[src/rtl/commu_pkg.sv]
// Shared definitions for the UART command path: frame constants, FSM state
// encoding and the frame checksum helper.
package commu_pkg;

  localparam logic [7:0]  HDR_DEFAULT     = 8'hA5;
  localparam int          FRAME_LEN       = 5;
  localparam logic [15:0] TOUT_US_DEFAULT = 16'd1000;

  localparam logic [2:0] ST_IDLE  = 3'd0;
  localparam logic [2:0] ST_ADDR  = 3'd1;
  localparam logic [2:0] ST_DH    = 3'd2;
  localparam logic [2:0] ST_DL    = 3'd3;
  localparam logic [2:0] ST_SUM   = 3'd4;
  localparam logic [2:0] ST_ISSUE = 3'd5;

  typedef enum logic [2:0] {
    S_IDLE  = ST_IDLE,
    S_ADDR  = ST_ADDR,
    S_DH    = ST_DH,
    S_DL    = ST_DL,
    S_SUM   = ST_SUM,
    S_ISSUE = ST_ISSUE
  } state_e;

  function automatic logic [7:0] sum8(input logic [7:0] a, input logic [7:0] b,
                                      input logic [7:0] c);
    return a + b + c;
  endfunction

endpackage

[src/rtl/urx_tout_cnt.sv]
// Inter-byte timeout counter: counts pluse_us strobes while enabled and flags
// expiry combinationally on the strobe that would make the count reach TOUT_US.
module urx_tout_cnt
  import commu_pkg::*;
#(
  parameter logic [15:0] TOUT_US = TOUT_US_DEFAULT
) (
  input  logic clk_sys,
  input  logic rst_n,
  input  logic i_clr,
  input  logic i_en,
  input  logic i_pluse_us,
  output logic o_expire
);

  logic [15:0] r_cnt;

  always_ff @(posedge clk_sys or negedge rst_n) begin
    if (!rst_n) begin
      r_cnt <= 16'd0;
    end else if (i_clr) begin
      r_cnt <= 16'd0;
    end else if (i_en && i_pluse_us) begin
      r_cnt <= r_cnt + 16'd1;
    end
  end

  // Flagging one strobe early lets the FSM register err_tout on that same edge.
  assign o_expire = i_en && i_pluse_us && (r_cnt == TOUT_US - 16'd1);

endmodule

[src/rtl/urx_cmd_ctrl.sv]
// Assembles 5-byte UART command frames (HDR, addr, DH, DL, sum), checks the
// checksum and inter-byte timeout, and issues one req/ack register write per good frame.
module urx_cmd_ctrl
  import commu_pkg::*;
#(
  parameter logic [7:0]  HDR     = HDR_DEFAULT,
  parameter logic [15:0] TOUT_US = TOUT_US_DEFAULT
) (
  input  logic        clk_sys,
  input  logic        rst_n,
  input  logic        pluse_us,
  input  logic [7:0]  rx_data,
  input  logic        rx_vld,
  output logic [7:0]  cmd_addr,
  output logic [15:0] cmd_data,
  output logic        cmd_wr,
  input  logic        cmd_ack,
  output logic        err_sum,
  output logic        err_tout,
  output logic [7:0]  err_cnt,
  output logic        busy
);

  state_e     r_state;
  state_e     w_state_nxt;
  logic [7:0] r_addr_sh;
  logic [7:0] r_dh_sh;
  logic [7:0] r_dl_sh;

  logic w_active;
  logic w_expire;
  logic w_cap_addr;
  logic w_cap_dh;
  logic w_cap_dl;
  logic w_load_cmd;
  logic w_err_sum;
  logic w_err_tout;
  logic w_err_ovr;
  logic w_inc_err;

  assign w_active = (r_state == S_ADDR) || (r_state == S_DH) ||
                    (r_state == S_DL)   || (r_state == S_SUM);

  urx_tout_cnt #(.TOUT_US(TOUT_US)) u_tout_cnt (
    .clk_sys    (clk_sys),
    .rst_n      (rst_n),
    .i_clr      (rx_vld || !w_active),
    .i_en       (w_active),
    .i_pluse_us (pluse_us),
    .o_expire   (w_expire)
  );

  always_comb begin
    w_state_nxt = r_state;
    w_cap_addr  = 1'b0;
    w_cap_dh    = 1'b0;
    w_cap_dl    = 1'b0;
    w_load_cmd  = 1'b0;
    w_err_sum   = 1'b0;
    w_err_tout  = 1'b0;
    w_err_ovr   = 1'b0;
    case (r_state)
      S_IDLE: begin
        if (rx_vld && rx_data == HDR) w_state_nxt = S_ADDR;
      end
      S_ADDR: begin
        if (rx_vld) begin
          w_cap_addr  = 1'b1;
          w_state_nxt = S_DH;
        end
      end
      S_DH: begin
        if (rx_vld) begin
          w_cap_dh    = 1'b1;
          w_state_nxt = S_DL;
        end
      end
      S_DL: begin
        if (rx_vld) begin
          w_cap_dl    = 1'b1;
          w_state_nxt = S_SUM;
        end
      end
      S_SUM: begin
        if (rx_vld) begin
          if (rx_data == sum8(r_addr_sh, r_dh_sh, r_dl_sh)) begin
            w_load_cmd  = 1'b1;
            w_state_nxt = S_ISSUE;
          end else begin
            w_err_sum   = 1'b1;
            w_state_nxt = S_IDLE;
          end
        end
      end
      S_ISSUE: begin
        w_err_ovr = rx_vld;
        if (cmd_ack) w_state_nxt = S_IDLE;
      end
      default: w_state_nxt = S_IDLE;
    endcase
    // A byte arriving with the expiring strobe keeps the frame alive.
    if (w_active && w_expire && !rx_vld) begin
      w_err_tout  = 1'b1;
      w_state_nxt = S_IDLE;
    end
  end

  assign w_inc_err = w_err_sum || w_err_tout || w_err_ovr;

  always_ff @(posedge clk_sys or negedge rst_n) begin
    if (!rst_n) begin
      r_state   <= S_IDLE;
      r_addr_sh <= 8'h00;
      r_dh_sh   <= 8'h00;
      r_dl_sh   <= 8'h00;
      cmd_addr  <= 8'h00;
      cmd_data  <= 16'h0000;
      err_sum   <= 1'b0;
      err_tout  <= 1'b0;
      err_cnt   <= 8'h00;
    end else begin
      r_state  <= w_state_nxt;
      err_sum  <= w_err_sum;
      err_tout <= w_err_tout;
      if (w_cap_addr) r_addr_sh <= rx_data;
      if (w_cap_dh)   r_dh_sh   <= rx_data;
      if (w_cap_dl)   r_dl_sh   <= rx_data;
      if (w_load_cmd) begin
        cmd_addr <= r_addr_sh;
        cmd_data <= {r_dh_sh, r_dl_sh};
      end
      if (w_inc_err && err_cnt != 8'hFF) err_cnt <= err_cnt + 8'd1;
    end
  end

  assign cmd_wr = (r_state == S_ISSUE);
  assign busy   = (r_state != S_IDLE);

endmodule

[config.mk]
export PLATFORM = sky130hd
export DESIGN_NAME = urx_cmd_ctrl
export DESIGN_NICKNAME = d
export VERILOG_FILES = /design/src/rtl/commu_pkg.sv /design/src/rtl/urx_tout_cnt.sv /design/src/rtl/urx_cmd_ctrl.sv
export SDC_FILE = /design/constraint.sdc
export NUM_CORES = 1
export LEC_CHECK = 0
export CORE_ASPECT_RATIO = 0.7
export CORE_MARGIN = 2
export CORE_UTILIZATION = 25
export CTS_BUF_LIST = sky130_fd_sc_hd__clkbuf_2
export DETAILED_ROUTE_END_ITERATION = 7
export SLEW_MARGIN = 30
export SYNTH_ARGS = -nofsm -noshare
export SYNTH_HDL_FRONTEND = slang
export SYNTH_SLANG_ARGS = --single-unit
[constraint.sdc]
create_clock -name clk_sys -period 4.3 [get_ports clk_sys]
set_clock_uncertainty 0.2 [all_clocks]
set_input_delay 0.645 -clock clk_sys [delete_from_list [all_inputs] [get_ports clk_sys]]
set_output_delay 0.645 -clock clk_sys [all_outputs]
set_load 0.01 [all_outputs]
Word-level counts from Yosys, hierarchy flattened --
Index checks and enable logic that the tools add are counted.
Storage, ports and cells: register bits after elaboration 77, bits of input ports 13
Operators by class: add/subtract/negate cells 4, equal/unequal tests 15, multiplexer cells 23, reduce and logical (&&, ||, !) cells 18
Operators with widths (number):
- $mux 16 | 2
- $mux 3 | 8
- $pmux 3 s6 | 1
- $add 16x1->16 const B | 1
- $add 8x8->8 | 2
- $eq 16x10->1 const B | 1
- $mux 1 | 12
- $ne 3x2->1 const B | 4
- $add 8x1->8 const B | 1
- $eq 8x8->1 | 1
- $eq 8x8->1 const B | 1
- $ne 8x8->1 const B | 1
- $eq 3x2->1 const B | 2
- $eq 3x3->1 const B | 2
- $logic_and 1x1->1 | 6
- $logic_or 1x1->1 | 6
- $reduce_and 6->1 | 1
- $eq 3x1->1 const B | 1
- $logic_not 3->1 | 1
- $ne 3x1->1 const B | 1
- $ne 3x3->1 const B | 1
- $reduce_bool 3->1 | 1
- $logic_not 1->1 | 2
- $reduce_bool 2->1 | 1

Logic depth before layout (Yosys ltp) --
word-level depth 12, depth in mapped cells 14

By module --
A second synthesis with hierarchy kept.
Unflattened totals: cell total of the unflattened synthesis 320, area total of the unflattened synthesis 3986.3 sq um
Modules (own cells, without submodules):
- urx_cmd_ctrl | times used 1, cells each 233, area each 3119.2 sq um, seq. area each 1526.5 sq um
- urx_tout_cnt | times used 1, cells each 87, area each 867.1 sq um, seq. area each 400.4 sq um

Worst setup path after synthesis --
No wires, ideal clock.
path type register to register, from reg r_addr_sh[1], to reg cmd_addr[0], setup time 125 ps, arrival 3194 ps, required time 3975 ps, path slack 782 ps, stages on the path, launching flop included 13, buffers on the path 2, cells stage by stage dfrtp_1 > fa_1 > ha_1 > fa_1 > xnor2_1 > xnor2_1 > nor4_1 > nand3_1 > nor3_1 > and2_1 > buf_2 > buf_4 > mux2_2
Between the ends: word-level cells in the longest chain between the ends 6
RTL lines:
- start: declaration | line urx_cmd_ctrl.sv:26 | logic [7:0] r_addr_sh;
- start signal: assignment | line urx_cmd_ctrl.sv:125 | if (w_cap_addr) r_addr_sh <= rx_data;
- $add 8x8->8 (2 in a row) | line commu_pkg.sv:27 | return a + b + c;
- $eq 8x8->1 | line urx_cmd_ctrl.sv:86 | if (rx_data == sum8(r_addr_sh, r_dh_sh, r_dl_sh)) begin
- $mux 1 | line urx_cmd_ctrl.sv:86
- $mux 1 | line urx_cmd_ctrl.sv:85 | if (rx_vld) begin
- $mux 1 | line urx_cmd_ctrl.sv:62 | case (r_state)
- end signal: assignment | line urx_cmd_ctrl.sv:129 | cmd_addr <= r_addr_sh;
- end: declaration | line urx_cmd_ctrl.sv:14 | output logic [7:0] cmd_addr,
No other way between the ends. A chain may end at the register's enable or synchronous reset.

Worst setup path after layout --
from reg r_addr_sh[1], to reg cmd_data[0]
Between the ends: word-level cells in the longest chain between the ends 6
RTL lines:
- $add 8x8->8 (2 in a row) | line commu_pkg.sv:27
- $eq 8x8->1 | line urx_cmd_ctrl.sv:86
- $mux 1 | line urx_cmd_ctrl.sv:86
- $mux 1 | line urx_cmd_ctrl.sv:85
- $mux 1 | line urx_cmd_ctrl.sv:62
- end signal: assignment | line urx_cmd_ctrl.sv:130 | cmd_data <= {r_dh_sh, r_dl_sh};
- end: declaration | line urx_cmd_ctrl.sv:15 | output logic [15:0] cmd_data,
No other way between the ends.

==> run summary <==
==================================================================================================
Setup CP Type .......................................................................      reg2reg
Critical path startpoint category ...................................................     register
Peak supply drop ....................................................................     0.271 mV
Number of max-slew violations in the final report ...................................            0
Slew of the pin with the lowest slew margin .........................................     0.826 ns
Die area ............................................................................    16100 um2
Global-route congestion overflow total ..............................................            0
Number of cells produced by synthesis ...............................................          306
Port Buffers ........................................................................           48
Post-synth EDFFs ....................................................................            0
Global-route wire length before repair ..............................................      13.2 mm
Async set or reset register ratio after synthesis ...................................         100%
Area of the mapped netlist ..........................................................     3780 um2
Highest attainable clock frequency ..................................................    0.254 GHz
Starting density of the core ........................................................        25.7%
Cell Pwr Density ....................................................................   629 nW/um2
Area share of and/or/nand/nor cells after synthesis .................................        11.5%
Overall Global Routing Usage ........................................................        10.6%
Setup violators final ...............................................................            0
Number of placed instances with taps included .......................................          545
Worst Path Arrival ..................................................................      4.14 ns
Initial DRC count ...................................................................           49
Hold violation total from the final report ..........................................            0
Die width ...........................................................................       151 um
Area of the placeable core ..........................................................    14700 um2
Number of global-route vias before repair ...........................................         2604
Count of antenna diodes in the layout ...............................................            0
Synth Area in XOR/XNOR ..............................................................        7.88%
Cell Rows ...........................................................................           37
Maximum number of pins on one net before global-route repair ........................           78
Net count of the finished layout ....................................................          391
Category of the worst setup path capture point ......................................     register
Net count after synthesis ...........................................................          335
Flip-flop and latch count after synthesis ...........................................           77
Smallest hold slack .................................................................     0.330 ns
Fraction of layout instances using a drive strength above 1 .........................        20.7%
Mux contribution to synthesized area ................................................        14.6%
Compound-cell area share of the yosys netlist .......................................        6.13%
Sum Neg Setup Slack .................................................................         0 ns
Post-DR wirelength/cell .............................................................      14.2 um
Inserted Clock Buffers ..............................................................            9
Result of the run ................................................................... finished, final reports clean
Distinct cells, synth ...............................................................           44
Clock latency at the later pin of the worst-skew pair ...............................      0.51 ns
Most numerous cell in the Yosys netlist ............................................. sky130_fd_sc_hd__dfrtp_1
Unrepaired setup endpoints after global routing .....................................           no
Register area share after synthesis .................................................        51.0%
Post-Synthesis Mean Instance Area ...................................................     12.3 um2
Die Ht ..............................................................................       107 um
Max capacitance violation total .....................................................            0
Buffer count from post-CTS setup fixing .............................................            0
Fillers .............................................................................         1513
Clock transition time at the flip-flop clock pins of the worst setup and hold paths .      0.20 ns
Critical path fanouts, max ..........................................................           16
Largest family of logic cells by synthesized area ................................... multiplexers
Post-route DRC ......................................................................            0
Fraction of synthesized cell area taken by the top area cell type ...................        51.0%
DRT Wirelength ......................................................................      7.97 mm
Synth warn ..........................................................................            0
Via count normalized by instance count ..............................................         4.43
ANT nets after route ................................................................            0
DRT Pass-1 Iters ....................................................................            4
List of most frequent post-synthesis cells .......................................... sky130_fd_sc_hd__dfrtp_1 (77), sky130_fd_sc_hd__mux2_2 (48), sky130_fd_sc_hd__nor2_1 (22)
Clock root cell ..................................................................... sky130_fd_sc_hd__clkbuf_2
I/O pin count .......................................................................           49
Maximum root-to-sink buffer count ...................................................            2
TritonCTS clock tree ................................................................         done
Part of the cycle the worst path needs ..............................................        91.7%
HP Class ............................................................................      reg2reg
Level count of the clock H-tree .....................................................            3
Initial antenna violation count .....................................................            0
Dpl hpwl ............................................................................      5.89 mm
Final std cells w/o fill ............................................................          562
Cell accounting for the most synthesized area ....................................... sky130_fd_sc_hd__dfrtp_1
Most used DFF post-synth ............................................................ sky130_fd_sc_hd__dfrtp_1
Leakage power .......................................................................      1.99 nW
Data required, critical path ........................................................      4.49 ns
Adder-cell share of the synthesized area ............................................        6.89%
Post-cts resize count ...............................................................            0
Vias after detailed routing .........................................................         2488
Gp weighted congestion ..............................................................        0.839
Slew Limit Headroom .................................................................        44.5%
Most area-consuming cells after synthesis ........................................... sky130_fd_sc_hd__dfrtp_1 (51%), sky130_fd_sc_hd__mux2_2 (14%), sky130_fd_sc_hd__xor2_1 (4.6%)
Area added between synthesis and finish .............................................        22.0%
Number of clock sinks ...............................................................           77
Final Critical Period ...............................................................      3.94 ns
==================================================================================================
## layout by cell type, fill, tap and decap left out, types with 3 or more instances in the layout
cell type                         synthesis  layout
sky130_fd_sc_hd__clkdlybuf4s50_1          0      47
sky130_fd_sc_hd__clkbuf_2                 0      11
sky130_fd_sc_hd__nor2_1                  22      22
sky130_fd_sc_hd__or3_1                    4       4
sky130_fd_sc_hd__dfrtp_1                 77      77
sky130_fd_sc_hd__nand3_1                 10      10
sky130_fd_sc_hd__o21ai_0                  8       8
sky130_fd_sc_hd__fa_1                     8       8
sky130_fd_sc_hd__xor2_1                  20      20
sky130_fd_sc_hd__inv_1                    9       9
sky130_fd_sc_hd__xnor2_1                 14      14
sky130_fd_sc_hd__nand2_1                 16      16
sky130_fd_sc_hd__and3_1                   3       3
sky130_fd_sc_hd__nor3_1                   4       4
sky130_fd_sc_hd__ha_1                     8       8
sky130_fd_sc_hd__mux2_2                  48      48
sky130_fd_sc_hd__buf_4                    3       4
sky130_fd_sc_hd__a211oi_1                 6       6
sky130_fd_sc_hd__nand4_1                  6       6
sky130_fd_sc_hd__a21oi_1                  6       6
## registers in the layout, summed over array words and instances (netlist names)
| name | count |
|---|---|
| cmd_addr | 8 |
| cmd_data | 16 |
| err_cnt | 8 |
| err_sum | 1 |
| err_tout | 1 |
| r_addr_sh | 8 |
| r_dh_sh | 8 |
| r_dl_sh | 8 |
| r_state | 3 |
| u_tout_cnt.r_cnt | 16 |
## repair_timing
item                                   4_1_cts  5_1_grt
setup endpoints to repair                    0        0
endpoints found under the hold margin        0       77
hold buffers                                 0        1
## layout make-up
type                    count  area, um2  share of cell area (%)
flip-flops and latches     77       1930                    41.8
multi-input cells         212       1780                    38.5
repair buffers             53        522                    11.3
well taps                 195        244                    5.29
clock buffers              11       55.1                    1.19
clock inverters             5       51.3                    1.11
inverters                   9       33.8                   0.733
## power breakdown
group          internal (mW)  total [mW]  switching, mW
clock                  0.136       0.376          0.240
combinational          0.730        1.46          0.729
sequential             0.891        1.06          0.172
total                   1.76        2.90           1.14
## metal layers
| metal | up-vias | track usage, % | wire, um |
|---|---|---|---|
| met5 | - | 0 | 0 |
| met4 | 0 | 3.47 | 130 |
| met3 | 10 | 3.66 | 428 |
| met2 | 47 | 15.7 | 3500 |
| met1 | 1240 | 14.6 | 3900 |
| li1 | 1191 | - | - |
## final timing paths
check,from,to,slack (ns),cells past startpoint
min in group asynchronous,rst_n,cmd_addr[2]$_DFFE_PN0P_,0.47,2
max,r_addr_sh[1]$_DFFE_PN0P_,cmd_data[0]$_DFFE_PN0P_,0.36,11
min reg2reg,err_cnt[2]$_DFFE_PN0P_,err_cnt[2]$_DFFE_PN0P_,0.33,1
max reg2reg,r_addr_sh[1]$_DFFE_PN0P_,cmd_data[0]$_DFFE_PN0P_,0.36,11
min,err_cnt[2]$_DFFE_PN0P_,err_cnt[2]$_DFFE_PN0P_,0.33,1
max in group asynchronous,rst_n,r_dh_sh[7]$_DFFE_PN0P_,2.89,2
## stage by stage
step | worst slack, ns | utilization (%) | cell area, um2 | total power [mW]
3_3_place_gp | 0.635 | 30.5 | 4490 | 2.51
2_1_floorplan | 0.782 | - | 3780 | 2.17
3_5_place_dp | 0.422 | 30.5 | 4490 | 2.55
6_report | 0.358 | 31.3 | 4610 | 2.90
4_1_cts | 0.362 | 31.2 | 4590 | 2.94
5_1_grt | 0.0938 | 31.3 | 4610 | 3.19
## worst max-delay path: stages, from the launching register on
cell	delay, ns
sky130_fd_sc_hd__dfrtp_1	0.46
sky130_fd_sc_hd__fa_1	0.53
sky130_fd_sc_hd__ha_1	0.25
sky130_fd_sc_hd__fa_1	0.41
sky130_fd_sc_hd__xnor2_1	0.16
sky130_fd_sc_hd__xnor2_1	0.13
sky130_fd_sc_hd__nor4_1	0.35
sky130_fd_sc_hd__nand3_1	0.18
sky130_fd_sc_hd__nor3_1	0.33
sky130_fd_sc_hd__and2_1	0.21
sky130_fd_sc_hd__buf_4	0.24
sky130_fd_sc_hd__mux2_2	0.36
## cells by family after synthesis
group,Yosys count
AO/OA/AOI/OAI,31
flip-flops,77
AND/OR/NAND/NOR,82
buffers and inverters,17
adder cells (fa/ha/maj),16
multiplexers,49
XOR/XNOR,34
Power figures use the tool's default switching activity.
